### src/rtl/pong_pkg.sv
// Shared geometry, coordinate type and ball state encoding for the pong engine
// and the screen-draw wrapper.
package pong_pkg;

  typedef logic [10:0] coord_t;
  typedef logic [11:0] wide_t;

  typedef enum logic [1:0] {IDLE, PLAY, POINT, GAME_OVER} ball_state_t;

  localparam int LEFT     = 160;
  localparam int RIGHT    = 1120;
  localparam int TOP      = 128;
  localparam int BOTTOM   = 896;
  localparam int P1X      = 225;
  localparam int P2X      = 1030;
  localparam int PADDLE_W = 25;
  localparam int PADDLE_H = 125;

  localparam coord_t CENTRE_X = 11'd640;
  localparam coord_t CENTRE_Y = 11'd512;

  function automatic wide_t widen(input coord_t c);
    return {1'b0, c};
  endfunction

endpackage

### src/rtl/pong_ball_engine_tick_gen.sv
// Free-running divider: tick is registered and high for the one cycle where
// the counter sits at DIV-1.
module game_tick_gen #(
  parameter int DIV = 4
) (
  input  logic clock,
  input  logic reset_n,
  output logic tick_o
);

  localparam int CW = (DIV > 1) ? $clog2(DIV) : 1;
  typedef logic [CW-1:0] cnt_t;

  cnt_t cnt_q, cnt_d;
  logic tick_q;

  always_comb begin
    cnt_d = (cnt_q == cnt_t'(DIV - 1)) ? '0 : cnt_q + cnt_t'(1);
  end

  always_ff @(posedge clock or negedge reset_n) begin
    if (!reset_n) begin
      cnt_q  <= '0;
      tick_q <= 1'b0;
    end else begin
      cnt_q  <= cnt_d;
      tick_q <= (cnt_d == cnt_t'(DIV - 1));
    end
  end

  assign tick_o = tick_q;

endmodule

### src/rtl/pong_ball_engine.sv
// Ball motion, wall/paddle bounce, miss scoring and serve/game-over sequencing.
// state     | meaning
// IDLE      | ball parked at centre, waiting for serve
// PLAY      | ball moving, collisions evaluated each tick
// POINT     | ball parked after a miss, counting SERVE_WAIT ticks
// GAME_OVER | a player reached SCORE_MAX; serve clears scores
module pong_ball_engine
  import pong_pkg::*;
#(
  parameter int TICK_DIV   = 2097152,
  parameter int STEP       = 4,
  parameter int BALL_R     = 15,
  parameter int SERVE_WAIT = 64,
  parameter int SCORE_MAX  = 9
) (
  input  logic        clock,
  input  logic        reset_n,
  input  logic        serve_n,
  input  logic [10:0] p1_y,
  input  logic [10:0] p2_y,
  output logic [10:0] ball_x,
  output logic [10:0] ball_y,
  output logic [3:0]  p1_score,
  output logic [3:0]  p2_score,
  output logic        game_over,
  output logic        tick
);

  localparam int HOLD_W = $clog2(SERVE_WAIT + 1);
  typedef logic [HOLD_W-1:0] hold_t;
  typedef logic [3:0]        score_t;

  // Limits pre-arranged so every compare is a plain 12-bit test on the
  // pre-move coordinate, with no subtraction that could underflow.
  localparam wide_t  BOT_LIM   = wide_t'(BOTTOM - BALL_R - STEP);
  localparam wide_t  TOP_LIM   = wide_t'(TOP + BALL_R + STEP);
  localparam coord_t BOT_CLAMP = coord_t'(BOTTOM - BALL_R);
  localparam coord_t TOP_CLAMP = coord_t'(TOP + BALL_R);
  localparam wide_t  P2_LO     = wide_t'(P2X - BALL_R - STEP);
  localparam wide_t  P2_HI     = wide_t'(P2X - BALL_R);
  localparam wide_t  P1_LO     = wide_t'(P1X + PADDLE_W + BALL_R);
  localparam wide_t  P1_HI     = wide_t'(P1X + PADDLE_W + BALL_R + STEP);
  localparam wide_t  RIGHT_LIM = wide_t'(RIGHT - BALL_R - STEP);
  localparam wide_t  LEFT_LIM  = wide_t'(LEFT + BALL_R + STEP);

  ball_state_t state_q, state_d;
  coord_t      x_q, x_d, y_q, y_d;
  logic        dx_q, dx_d, dy_q, dy_d;
  score_t      p1_q, p1_d, p2_q, p2_d;
  hold_t       hold_q, hold_d;
  logic        serve_s1_q, serve_s2_q, serve_s3_q;
  logic        serve_pulse;
  logic        tick_w;
  wide_t       xe, ye;
  logic        in_p1, in_p2;
  score_t      p1_inc, p2_inc;

  game_tick_gen #(.DIV(TICK_DIV)) u_tick (
    .clock  (clock),
    .reset_n(reset_n),
    .tick_o (tick_w)
  );

  function automatic score_t sat_inc(input score_t s);
    return (s >= score_t'(SCORE_MAX)) ? s : s + score_t'(1);
  endfunction

  always_ff @(posedge clock or negedge reset_n) begin
    if (!reset_n) begin
      serve_s1_q <= 1'b1;
      serve_s2_q <= 1'b1;
      serve_s3_q <= 1'b1;
    end else begin
      serve_s1_q <= serve_n;
      serve_s2_q <= serve_s1_q;
      serve_s3_q <= serve_s2_q;
    end
  end

  assign serve_pulse = serve_s3_q & ~serve_s2_q;

  assign xe     = widen(x_q);
  assign ye     = widen(y_q);
  assign in_p1  = (ye >= widen(p1_y)) && (ye <= widen(p1_y) + wide_t'(PADDLE_H));
  assign in_p2  = (ye >= widen(p2_y)) && (ye <= widen(p2_y) + wide_t'(PADDLE_H));
  assign p1_inc = sat_inc(p1_q);
  assign p2_inc = sat_inc(p2_q);

  always_comb begin
    state_d = state_q;
    x_d     = x_q;
    y_d     = y_q;
    dx_d    = dx_q;
    dy_d    = dy_q;
    p1_d    = p1_q;
    p2_d    = p2_q;
    hold_d  = hold_q;
    case (state_q)
      IDLE: begin
        x_d = CENTRE_X;
        y_d = CENTRE_Y;
        if (serve_pulse) state_d = PLAY;
      end
      PLAY: begin
        if (tick_w) begin
          if (dy_q) begin
            if (ye >= BOT_LIM) begin
              y_d  = BOT_CLAMP;
              dy_d = 1'b0;
            end else begin
              y_d = y_q + coord_t'(STEP);
            end
          end else begin
            if (ye <= TOP_LIM) begin
              y_d  = TOP_CLAMP;
              dy_d = 1'b1;
            end else begin
              y_d = y_q - coord_t'(STEP);
            end
          end
          // A miss parks the ball, so the vertical move above is discarded.
          if (dx_q) begin
            if (xe >= P2_LO && xe <= P2_HI && in_p2) begin
              x_d  = coord_t'(P2_HI);
              dx_d = 1'b0;
            end else if (xe >= RIGHT_LIM) begin
              p1_d    = p1_inc;
              x_d     = CENTRE_X;
              y_d     = CENTRE_Y;
              hold_d  = '0;
              state_d = (p1_inc == score_t'(SCORE_MAX)) ? GAME_OVER : POINT;
            end else begin
              x_d = x_q + coord_t'(STEP);
            end
          end else begin
            if (xe >= P1_LO && xe <= P1_HI && in_p1) begin
              x_d  = coord_t'(P1_LO);
              dx_d = 1'b1;
            end else if (xe <= LEFT_LIM) begin
              p2_d    = p2_inc;
              x_d     = CENTRE_X;
              y_d     = CENTRE_Y;
              hold_d  = '0;
              state_d = (p2_inc == score_t'(SCORE_MAX)) ? GAME_OVER : POINT;
            end else begin
              x_d = x_q - coord_t'(STEP);
            end
          end
        end
      end
      POINT: begin
        x_d = CENTRE_X;
        y_d = CENTRE_Y;
        // dx still points at the side that conceded, which is where the
        // next rally starts.
        if (tick_w) begin
          if (hold_q == hold_t'(SERVE_WAIT - 1)) begin
            state_d = PLAY;
            dy_d    = 1'b1;
          end else begin
            hold_d = hold_q + hold_t'(1);
          end
        end
      end
      GAME_OVER: begin
        x_d = CENTRE_X;
        y_d = CENTRE_Y;
        if (serve_pulse) begin
          p1_d    = '0;
          p2_d    = '0;
          dx_d    = 1'b1;
          dy_d    = 1'b1;
          state_d = IDLE;
        end
      end
      default: state_d = IDLE;
    endcase
  end

  always_ff @(posedge clock or negedge reset_n) begin
    if (!reset_n) begin
      state_q <= IDLE;
      x_q     <= CENTRE_X;
      y_q     <= CENTRE_Y;
      dx_q    <= 1'b1;
      dy_q    <= 1'b1;
      p1_q    <= '0;
      p2_q    <= '0;
      hold_q  <= '0;
    end else begin
      state_q <= state_d;
      x_q     <= x_d;
      y_q     <= y_d;
      dx_q    <= dx_d;
      dy_q    <= dy_d;
      p1_q    <= p1_d;
      p2_q    <= p2_d;
      hold_q  <= hold_d;
    end
  end

  assign ball_x    = x_q;
  assign ball_y    = y_q;
  assign p1_score  = p1_q;
  assign p2_score  = p2_q;
  assign game_over = (state_q == GAME_OVER);
  assign tick      = tick_w;

endmodule
### config.mk
export PLATFORM = sky130hd
export DESIGN_NAME = pong_ball_engine
export DESIGN_NICKNAME = d
export VERILOG_FILES = /design/src/rtl/pong_pkg.sv /design/src/rtl/pong_ball_engine_tick_gen.sv /design/src/rtl/pong_ball_engine.sv
export SDC_FILE = /design/constraint.sdc
export NUM_CORES = 1
export LEC_CHECK = 0
export BUFFER_PORTS_ARGS = -buffer_cell sky130_fd_sc_hd__buf_2
export CORE_MARGIN = 4
export CORE_UTILIZATION = 65
export DETAILED_ROUTE_END_ITERATION = 8
export PLACE_DENSITY = 0.87
export SLEW_MARGIN = 30
export SYNTH_ARGS = -nofsm -noshare
export SYNTH_HDL_FRONTEND = slang
export SYNTH_SLANG_ARGS = --single-unit
### constraint.sdc
create_clock -name clock -period 6 [get_ports clock]
set_clock_uncertainty 0.1 [all_clocks]
set_input_delay 0.6 -clock clock [delete_from_list [all_inputs] [get_ports clock]]
set_output_delay 0.6 -clock clock [all_outputs]
set_load 0.05 [all_outputs]
---- Word level (Yosys, flattened, before mapping) ----
Cells that the tools add are included.
word-level totals
  register bits after elaboration ......... 66
  bits of input ports ..................... 25
  output and inout port bits .............. 32
  logic and storage cells ................. 146
cells by class
  add/sub/neg operators ................... 10
  magnitude comparators ................... 14
  eq/ne operators ......................... 24
  muxes and demuxes ....................... 66
  bitwise operators ....................... 2
  reduce and logical (&&, ||, !) cells .... 17
operators by type and width
  cell                     number
  $mux W11                 15
  $mux W7                  8
  $mux W4                  11
  $pmux W11 S2             2
  $eq A21 B21 Y1 const B   2
  $add A11 B7 Y12 const B  2
  $le A11 B12 Y1           2
  $add A11 B3 Y11 const B  2
  $ge A11 B10 Y1 const B   2
  $ge A11 B11 Y1           2
  $le A11 B8 Y1 const B    2
  $sub A11 B3 Y11 const B  2
  $add A21 B1 Y21 const B  1
  $mux W21                 1
  $mux W2                  10
  $ne A2 B2 Y1 const B     9
  $pmux W4 S2              2
  $pmux W7 S2              1
  $mux W1                  13
  $ne A3 B3 Y1 const B     4
  $reduce_and A6 Y1        2
  $ge A11 B11 Y1 const B   1
  $ge A11 B9 Y1 const B    1
  $le A11 B10 Y1 const B   1
  23 further kinds         35

---- Logic depth before layout (Yosys ltp) ----
Gate-level depths: netlist of run 1.
  word-level depth ........................ 9
  mapped depth ............................ 13
  mapped depth without buffers ............ 13

---- By module ----
From an unflattened synthesis of run 1, not the netlist that was laid out.
unflattened totals
  cells, all modules ...................... 697
  area total of the unflattened synthesis .. 5773.0 µm²
by module, submodules not included
  module            instances  cells each  area each (µm²)  sequential area each (µm²)
  pong_ball_engine  1          567         4513.1           1111.1
  game_tick_gen     1          130         1260.0           550.5

---- Worst setup path after synthesis of run 1 ----
Ideal clock, no wire load.
  path kind ............................... input to register
  start point ............................. input port p2_y[0]
  end point ............................... register x_q[9], in the netlist ball_x[9]
  library setup time ...................... 60 ps
  data arrival time ....................... 3174 ps
  required time ........................... 5840 ps
  slack ................................... 2666 ps
  stages .................................. 12
  buffers on the path ..................... 0
  path through ............................ ha_1 nor3_1 a21oi_1 xnor2_1 ha_1 and3_1 a221oi_1 o21ai_0 o21ai_0 a21oi_2 a2111oi_0 or3_1
between the ends
  cells in the longest elaborated chain, start to end .. 8
  elaborated cells between the ends (all ways) .. 9
  classes of those cells .................. add/sub (1); order compare (2); mux (4); reduce/logical (2)
ends and longest elaborated chain
  what                   line                     text
  from (decl)            pong_ball_engine.sv:20   input logic [10:0] p2_y,
  $add A11 B7 Y12        pong_ball_engine.sv:85   assign in_p2 = (ye >= widen(p2_y)) && (ye <= widen(p2_y) + wide_t'(PADDLE_H));
  $le A11 B12 Y1         pong_ball_engine.sv:85
  $logic_and A1 B1 Y1 *  pong_ball_engine.sv:85
  $logic_and A1 B1 Y1 *  pong_ball_engine.sv:123  if (xe >= P2_LO && xe <= P2_HI && in_p2) begin
  $mux W11 *             pong_ball_engine.sv:123
  $mux W11 *             pong_ball_engine.sv:122  if (dx_q) begin
  $mux W11 *             pong_ball_engine.sv:105  if (tick_w) begin
  $pmux W11 S2 *         pong_ball_engine.sv:98   case (state_q)
  to (signal assigned)   pong_ball_engine.sv:183  x_q <= CENTRE_X;
  to (signal assigned)   pong_ball_engine.sv:192  x_q <= x_d;
  to (decl)              pong_ball_engine.sv:47   coord_t x_q, x_d, y_q, y_d;
Mark *: on every way between the ends. The rest lies on a longest branch, timed or not. The select of a mux whose other input is x is not followed.
A chain may end at the register's enable or synchronous reset.

---- Worst setup path in the final report of run 1 ----
Same ends and word-level chain as after synthesis.

==> results of run 1 <==
-- cell usage after synthesis (4+ instances only) --
cell      instances  area [sq um]
a211o_1           6          52.6
nand2_1          58           218
nor2b_1           6          37.5
clkbuf_1         15          56.3
nand3b_1          4          30.0
nor2_1           55           206
mux2_2            4          45.0
nand3_1          36           180
dfrtp_1          58          1450
o22ai_1           4          25.0
a22o_1            5          43.8
xnor2_1          28           245
or3_1             6          37.5
and2_1            6          37.5
and4_1            4          35.0
o211ai_1          4          30.0
inv_1            48           180
a21o_1           11          82.6
nand2b_1         15          93.8
nor3_1           18          90.1
nor4_1            6          37.5
ha_1             60           751
nand4_1          11          68.8
xor2_1           12           105
dfstp_2           8           210
a21oi_1          44           220
buf_2             7          35.0
a31oi_1          10          62.6
a211oi_1          7          52.6
and3_1            5          31.3
o21ai_0          42           210
or2_2             4          25.0
-- cell families after synthesis --
logic type	share of synthesized area
compound gates	0.227
fa+ha+maj	0.131
xor+xnor	0.0612
flops	0.290
mux	0.00962
buf+inv	0.0514
simple gates	0.229
-- registers in the layout, summed over array words and instances, names as in the netlist --
signal         flops
ball_x            11
dx_q               1
p2_score           4
serve_s2_q         1
u_tick.tick_o      1
serve_s3_q         1
dy_q               1
p1_score           4
serve_s1_q         1
ball_y            11
u_tick.cnt_q      21
state_q            2
hold_q             7
-- final cells by class --
type	instances	area, sq um
fill	622	2170
tap	105	131
inverter	49	184
clock inverter	4	20.0
sequential	66	1660
clock buffer	12	135
timing repair buffer	59	303
multi-input combinational	542	3770
-- power by group through the flow --
stage	Combinational, uW	Clock, uW	Sequential, uW
floorplan	236	0	509
global placement	314	0	503
detailed placement	327	0	505
CTS	330	316	496
global route	368	340	502
finish	336	315	498
-- worst min-delay path by stage --
stage	start	endpoint	slack (ns)	cells past startpoint
after floorplan	reset_n	ball_x[0]$_DFFE_PN0P_	0.20	0
after global placement	serve_s1_q$_DFF_PN1_	serve_s2_q$_DFF_PN1_	0.25	0
after detailed placement	serve_s1_q$_DFF_PN1_	serve_s2_q$_DFF_PN1_	0.25	0
after CTS	serve_n	serve_s1_q$_DFF_PN1_	0.24	1
after global routing	serve_n	serve_s1_q$_DFF_PN1_	0.24	1
final	serve_n	serve_s1_q$_DFF_PN1_	0.26	1
-- per-stage QoR --
stage                     setup slack (ns)  total power (uW)
after global placement                2.30               817
after CTS                             2.42              1140
final                                 2.35              1150
after floorplan                       2.67               745
after global routing                  2.00              1210
after detailed placement              2.07               832
-- placed cells by master, fill, tap and decap left out, types with 6 or more instances in the layout --
| cell type | instances |
|---|---|
| nor2_1 | 55 |
| a211oi_1 | 7 |
| o21ai_0 | 42 |
| nand3_1 | 36 |
| buf_2 | 56 |
| a211o_1 | 6 |
| ha_1 | 60 |
| inv_1 | 48 |
| xor2_1 | 12 |
| clkbuf_8 | 9 |
| a21o_1 | 11 |
| nand2b_1 | 15 |
| nand2_1 | 58 |
| nor2b_1 | 6 |
| dfrtp_1 | 58 |
| a31oi_1 | 10 |
| dfstp_2 | 8 |
| and2_1 | 6 |
| nor3_1 | 18 |
| or3_1 | 6 |
| a21oi_1 | 44 |
| xnor2_1 | 28 |
| nand4_1 | 11 |
-- layer usage --
layer,vias up,global-route usage,routed length (microns)
met4,0,0.129,441
met3,43,0.0491,1100
met2,256,0.471,6950
met1,2567,0.374,6080
met5,-,0,0
li1,2583,-,-
==> results.md, run 1 <==
- Run status: complete, no violations
- Min cycle time layout: 3.65 ns
- Final Cycle Share: 0.608
- Antenna violations before repair: 0
- Int Pwr: 732 uW
- Hpwl dp: 10800 microns
- Crit path from: p2_y[0]
- IO Pins: 57
- Post-synthesis sequential element count: 66
- Largest net degree at the start of global routing: 67
- Syn-to-layout area delta: 8.48%
- Syn Area/Cell: 8.41 sq um
- Switching share of power: 0.363
- Worst IR Drop VDD: 180 uV
- CTS Buffer Depth: 2
- Cells on worst reg2reg path: 8
- Async S/R FF share, synth: 1.00
- Final WL: 14600 microns
- CP arrival: 3.84 ns
- Cell Pwr Density: 185 mW/mm^2
- Nets: 812
- Slowest stage delay, CP: 0.49 ns
- 1st-iter DRT viols: 443
- RSZ-0062 raised after global routing: false
- Setup TNS: 0 ns
- Remaining antenna violation count: 0
- Pleak: 0.00292 uW
- Most used flip-flop cell after synthesis: dfrtp_1
- Core ar.: 0.00838 sq mm
- H-tree lvl count: 3
- Synthesized area: 0.00572 sq mm
- CP Capture Type: flip-flop
- Internal reg-to-reg setup slack: 3.00 ns
- FF-to-FF Start: ball_y[2]$_DFFE_PN0N_
- Worst Path Max Fanout: 6
- Final Non-Filler Cells: 837
- Gr usage total: 0.287
- Reg-to-reg endpoint: ball_x[9]$_DFFE_PN1N_
- Min-delay worst type: in -> reg
- Die height: 102 microns
- Die width: 102 microns
- Starting density of the core: 0.683
- WP buf/inv: 1
- Startpoint Class: input pin
- Routed len/inst: 17.4 microns
- Syn_nets: 766
- Post-DP Area: 0.00605 sq mm
- Post-synthesis cell type count: 81
- Comb pwr share: 0.292
- Post-route cell area: 0.00621 sq mm
- Dpl cells: 821
- EDFF count, synth: 0
- Worst setup endpoint: ball_x[9]$_DFFE_PN1N_
- Die area: 0.0104 sq mm
- Total number of vias: 5449
- Fraction of layout cells with a size suffix above 1: 0.148
- Final Hold Fails: 0
- CTS tree: done
- YS warnings: 0
- Max Cap Viol: 0
- Clock Pin Slew Worst Setup and Hold Paths: 0.08 ns
- Vias in the first global route: 5383
- Hold slack: 0.257 ns
- Skew-Pair Late Insertion Delay: 0.34 ns
- DR vias/cell: 6.51
- Num rows: 33
- Worst path cell trace: buf_2 > ha_1 > nor3_1 > a21oi_1 > xnor2_1 > ha_1 > and3_1 > a221oi_1 > o21ai_0 > o21ai_0 > a21oi_2 > a2111oi_0 > or3_1
- Global-route wire length before repair: 24300 microns
- Fmax: 0.274 GHz
- ANT cells: 0
- Worst path depth: 13
- Slew HR: 0.442
- Residual DRC count: 0
- Sequential share of power: 0.433
- Clock group share of total power: 0.274
- Setup Fix Bufs, Post-CTS: 0
- Sequential-to-total area share from yosys stat: 0.290
- CTS Root Cell: clkbuf_8
- Final global-route overflow total: 0
- Finished Core Util: 0.741
- Post-CTS Resized: 0
- Detailed Routing Iterations Pass 1: 5
- GP Congestion: 0.945
- Worst path slowest cell: nor3_1
- Critical Path RT: 6.19 ns
- CP top delay family: compound AO/OA/AOI/OAI gates
- Measured slew at the worst slew-check pin: 0.837 ns
- Worst Path Class, Setup: in -> reg
- Clk sinks: 66
- Pins Over Slew Limit: 0
- IO Port Bufs: 56
- Final setup fails: 0
- CTS Buf Count: 9
- Number of cells produced by synthesis: 681
- P_sw: 417 uW
- Hold Buf Count CTS: 0
Power figures use the tool's default switching activity.
==> inputs of run 2 (changes only) <==
Settings changed: ABC_AREA set to 1, CORE_UTILIZATION 65 to 61, PLACE_DENSITY 0.87 to 0.82.
Clock period 6 ns to 3.7 ns, I/O delays scaled along.
==> results.md, run 2 <==
- YS warnings: 0
- Die width: 108 microns
- CTS Buf Count: 9
- Cell Pwr Density: 428 mW/mm^2
- Total area of sequential cells: 0.00166 sq mm
- Measured slew at the worst slew-check pin: 0.722 ns
- EDFF count, synth: 0
- Startpoint Class: input pin
- GP Congestion: 0.976
- Final Hold Fails: 0
- Remaining antenna violation count: 0
- 1st-iter DRT viols: 477
- Most frequent cells in the layout: 193 x nand2_1, 124 x inv_1, 111 x nor2_1, 69 x nand3_1, 60 x ha_1
- Sequential-to-total area share from yosys stat: 0.271
- Fmax: 0.372 GHz
- Nets: 1037
- Gr usage total: 0.258
- Setup Fix Bufs, Post-CTS: 0
- IO Port Bufs: 56
- Final WL: 14500 microns
- Worst Path Max Fanout: 6
- Synth area leaders: dfrtp_1 24%, ha_1 12%, nand2_1 12%
- Post-synthesis sequential element count: 66
- Global-route wire length before repair: 24700 microns
- Detail Route met2 WL: 6440 microns
- Core ar.: 0.00977 sq mm
- Async S/R FF share, synth: 1.00
- Top layer in use: met4
- Fraction of layout cells with a size suffix above 1: 0.131
- Syn Area/Cell: 6.87 sq um
- CP Capture Type: flip-flop
- IO Pins: 57
- Final global-route overflow total: 0
- Clock Pin Slew Worst Setup and Hold Paths: 0.07 ns
- CTS Root Cell: clkbuf_8
- Post-route cell area: 0.00674 sq mm
- Critical Path RT: 3.83 ns
- Post-DP Area: 0.00651 sq mm
- Slew HR: 0.519
- CTS Buffer Depth: 2
- Total number of vias: 5872
- Setup TNS: 0 ns
- Routed len/inst: 13.3 microns
- H-tree lvl count: 3
- Final setup fails: 0
- Min-delay worst type: in -> reg
- Area share of the leading cell type in the synthesized netlist: 0.237
- Max Cap Viol: 0
- Starting density of the core: 0.627
- Post-synth top area cell: dfrtp_1
- Post-Route M1 WL: 7080 microns
- Biggest register: u_tick.cnt_q
- Run status: complete, no violations
- Synthesized area: 0.00613 sq mm
- Most frequent cell after synthesis: nand2_1
- Number of cells produced by synthesis: 893
- ANT cells: 0
- CP arrival: 2.82 ns
- Largest register FFs: 21
- Residual DRC count: 0
- Met3 Wirelength: 844 microns
- Pleak: 0.00351 uW
- Antenna violations before repair: 0
- Syn_nets: 978
- Vias in the first global route: 5327
- Cells on worst reg2reg path: 11
- Detailed Routing Iterations Pass 1: 5
- CTS tree: done
- Die height: 108 microns
- Post-synthesis cell type count: 47
- Multi-input combinational cell area: 0.00388 sq mm
- Final Cycle Share: 0.727
- Commonest non-fill, non-tap cell in the layout: nand2_1
- Most used flip-flop cell after synthesis: dfrtp_1
- DR vias/cell: 5.39
- Worst IR Drop VDD: 518 uV
- Commonest cells in the netlist: 193 x nand2_1, 124 x inv_1, 111 x nor2_1, 69 x nand3_1, 60 x ha_1
- Die area: 0.0117 sq mm
- Min cycle time layout: 2.69 ns
- Pins Over Slew Limit: 0
- Final-layout fill cell count: 870
- Syn-to-layout area delta: 9.94%
- Num rows: 36
- Worst hold path stage count: 1
- Skew-Pair Late Insertion Delay: 0.35 ns
- Hpwl dp: 11100 microns
- Worst Path Class, Setup: in -> reg
- Clk sinks: 66
- RSZ-0062 raised after global routing: false
- Largest net degree at the start of global routing: 36
## run 2: changes by cell type after synthesis, moves of 15 or more
cell / delta
inv_1: +76
nand2_1: +135
nand2b_1: -15
nand3_1: +33
nand4_1: +18
nor2_1: +56
xnor2_1: -23
xor2_1: +33
## run 2: timing repair
item / CTS / global route
resized for setup: 0 / 0
hold buffers: 1 / 0
hold endpoints to repair: 26 / 0
## run 2: per-layer routing
layer  vias to the layer above  global-route usage
li1                       3029                   -
met1                      2640               0.375
met2                       188               0.408
met3                        15              0.0346
met4                         0              0.0649
met5                         -                   0
## run 2: per-stage QoR
| stage | util | hold slack [ns] | power (uW) | setup slack (ns) | instances |
|---|---|---|---|---|---|
| after global placement | 0.666 | 0.252 | 2190 | 0.732 | 1073 |
| after global routing | 0.690 | 0.00621 | 3110 | 0.736 | 1090 |
| final | 0.690 | 0.0253 | 2890 | 1.01 | 1090 |
| after floorplan | - | -0.0256 | 1890 | 1.03 | 893 |
| after detailed placement | 0.666 | 0.252 | 2210 | 0.664 | 1073 |
| after CTS | 0.690 | 0.00447 | 2890 | 1.04 | 1090 |
## run 2: critical path, cell delays in order
cell     delay (ns)
buf_2          0.13
ha_1           0.22
nor2_1         0.12
nand4_1        0.14
o21ai_0        0.30
nor3_1         0.10
xor2_1         0.15
ha_1           0.29
nand3_1        0.10
nor4_1         0.23
nor2_1         0.08
nand2_1        0.15
nand3_4        0.12
nand3_1        0.09
nand2_1        0.12
nand2_1        0.07
o21ai_1        0.06
## run 2: path summary, 6_finish.rpt
check | to | slack (ns) | start
min in group asynchronous | ball_x[10]$_DFFE_PN0N_ | 0.52 | reset_n
worst max-delay path | ball_x[1]$_DFFE_PN0P_ | 1.01 | p1_y[0]
worst max register to register | hold_q[0]$_DFFE_PN0P_ | 1.15 | ball_x[2]$_DFFE_PN0N_
worst min register to register | serve_s2_q$_DFF_PN1_ | 0.26 | serve_s1_q$_DFF_PN1_
worst min-delay path | serve_s1_q$_DFF_PN1_ | 0.03 | serve_n
max in group asynchronous | serve_s1_q$_DFF_PN1_ | 2.05 | reset_n
## run 2: kinds of logic (layout without fill, tap and decap cells)
family / Yosys count / count (layout) / synth area share
flops: 66 / 66 / 0.271
simple gates: 456 / 456 / 0.329
buf+inv: 146 / 210 / 0.0965
xor+xnor: 50 / 50 / 0.0714
fa+ha+maj: 60 / 60 / 0.122
compound gates: 115 / 115 / 0.110
## run 2: final cells by class
type	count	area share
well taps	133	0.0247
clock inverters	6	0.0119
clock buffers	10	0.0204
multi-input cells	681	0.575
flip-flops and latches	66	0.246
repair buffers	60	0.0464
inverters	134	0.0748
## run 2: report_power, final
group | leakage [uW] | switching (uW) | internal (uW)
combinational | 0.00253 | 900 | 383
clock | 0.000116 | 276 | 393
sequential | 0.000868 | 120 | 814
total | 0.00351 | 1300 | 1590
==> inputs of run 3 (changes only) <==
Settings changed: ABC_AREA 1 to 0, CORE_UTILIZATION 61 to 55, PLACE_DENSITY 0.82 to 0.78.
Clock period 3.7 ns to 2.3 ns, I/O delays scaled along.
==> results.md, run 3 (synthesis results as in run 1) <==
- Most frequent cells in the layout: 116 x buf_4, 54 x ha_1, 53 x nand2_1, 53 x nor2_1, 51 x buf_2
- H-tree lvl count: 3
- Largest net degree at the start of global routing: 31
- Worst IR Drop VDD: 588 uV
- Failing checks: negative setup slack
- GP Congestion: 0.978
- CTS Root Cell: clkbuf_8
- Gr usage total: 0.277
- CTS Buf Count: 9
- CP Capture Type: flip-flop
- IO Pins: 57
- Max Cap Viol: 0
- Routed len/inst: 18.8 microns
- Starting density of the core: 0.575
- Final Hold Fails: 0
- Fmax: 0.364 GHz
- Remaining antenna violation count: 0
- Total area of sequential cells: 0.00168 sq mm
- Residual DRC count: 0
- Die width: 110 microns
- Min cycle time layout: 2.75 ns
- Worst Path Class, Setup: in -> reg
- Antenna violations before repair: 0
- Cell Pwr Density: 457 mW/mm^2
- CTS Buffer Depth: 2
- Worst Path Max Fanout: 6
- Critical Path RT: 2.49 ns
- CP arrival: 2.94 ns
- Largest register FFs: 21
- Pins Over Slew Limit: 0
- Slew HR: 0.603
- Pleak: 0.00362 uW
- Total number of vias: 6215
- Finished Core Util: 0.781
- Die area: 0.0121 sq mm
- ANT cells: 0
- Measured slew at the worst slew-check pin: 0.590 ns
- Final-layout fill cell count: 652
- Nets: 941
- Global-route wire length before repair: 27000 microns
- Core ar.: 0.00995 sq mm
- Multi-input combinational cell area: 0.00417 sq mm
- Fraction of layout cells with a size suffix above 1: 0.364
- Final Cycle Share: 1.20
- Clk sinks: 66
- 1st-iter DRT viols: 739
- Syn-to-layout area delta: 35.7%
- RSZ-0062 raised after global routing: true
- Num rows: 36
- DR vias/cell: 6.25
- Final worst setup slack: -0.449 ns
- Final WL: 18700 microns
- Dpl ws: -0.871 ns
- IO Port Bufs: 56
- Detailed Routing Iterations Pass 1: 5
- Clock Pin Slew Worst Setup and Hold Paths: 0.09 ns
- CTS tree: done
- Hpwl dp: 12500 microns
- Vias in the first global route: 5819
- Final setup fails: 25
- Skew-Pair Late Insertion Delay: 0.35 ns
- Die height: 110 microns
- Commonest non-fill, non-tap cell in the layout: buf_4
- Run status: finished, violations left
- Startpoint Class: input pin
- Final global-route overflow total: 0
- Min-delay worst type: reg -> reg
- Biggest register: u_tick.cnt_q
-- run 3: path summary, 6_finish.rpt --
check	from	endpoint	slack, ns	cells past startpoint
max	p2_y[1]	ball_x[4]$_DFFE_PN0N_	-0.45	13
min	serve_s1_q$_DFF_PN1_	serve_s2_q$_DFF_PN1_	0.25	0
max reg2reg	ball_y[3]$_DFFE_PN0N_	ball_y[5]$_DFFE_PN0N_	-0.32	10
min reg2reg	serve_s1_q$_DFF_PN1_	serve_s2_q$_DFF_PN1_	0.25	0
max in group asynchronous	reset_n	serve_s1_q$_DFF_PN1_	1.14	3
min in group asynchronous	reset_n	hold_q[2]$_DFFE_PN0P_	0.28	2
-- run 3: what timing repair did --
item                       CTS  global route
hold endpoints to repair    18             0
buffers inserted            12            22
pin swaps                   16            47
setup endpoints to repair   27            31
hold buffers                 2             0
gates resized for setup     33            65
-- run 3: metal layers --
metal / vias up / wire length, microns / GRT usage
met1: 2942 / 7270 / 0.344
met3: 90 / 1450 / 0.0448
met2: 333 / 9060 / 0.482
met5: - / 0 / 0
met4: 0 / 939 / 0.108
li1: 2850 / - / -
-- run 3: power by group --
group          leakage [uW]  switching (uW)  internal, uW
Clock             0.0000822             507           398
Sequential         0.000853            55.4          1200
Combinational       0.00269             801           587
Total               0.00362            1360          2190
-- run 3: metrics by stage --
step	std cells	area, sq um	power [uW]	hold WS (ns)	setup TNS [ns]
final	994	7770	3550	0.254	-6.21
after global placement	953	6970	2340	0.132	-6.46
after floorplan	681	5850	2000	-0.166	-2.94
after global routing	994	7770	3710	0.247	-8.37
after CTS	975	7340	3330	0.252	-3.90
after detailed placement	953	6970	2390	0.139	-8.93
-- run 3: critical path: stages --
cell       delay (ns)
buf_8            0.10
a211o_1          0.33
nor4_4           0.21
buf_4            0.19
xnor2_2          0.06
ha_1             0.32
a21o_1           0.20
a221oi_4         0.30
o21ai_2          0.11
o21ai_4          0.24
a21boi_4         0.13
a2111oi_4        0.36
a221o_1          0.14
-- run 3: final cells by class --
class	count	area share
Clock buffer	9	0.0159
Clock inverter	7	0.00692
Inverter	49	0.0250
Multi-Input combinational cell	542	0.537
Sequential cell	66	0.217
Tap cell	133	0.0214
Timing Repair Buffer	188	0.178
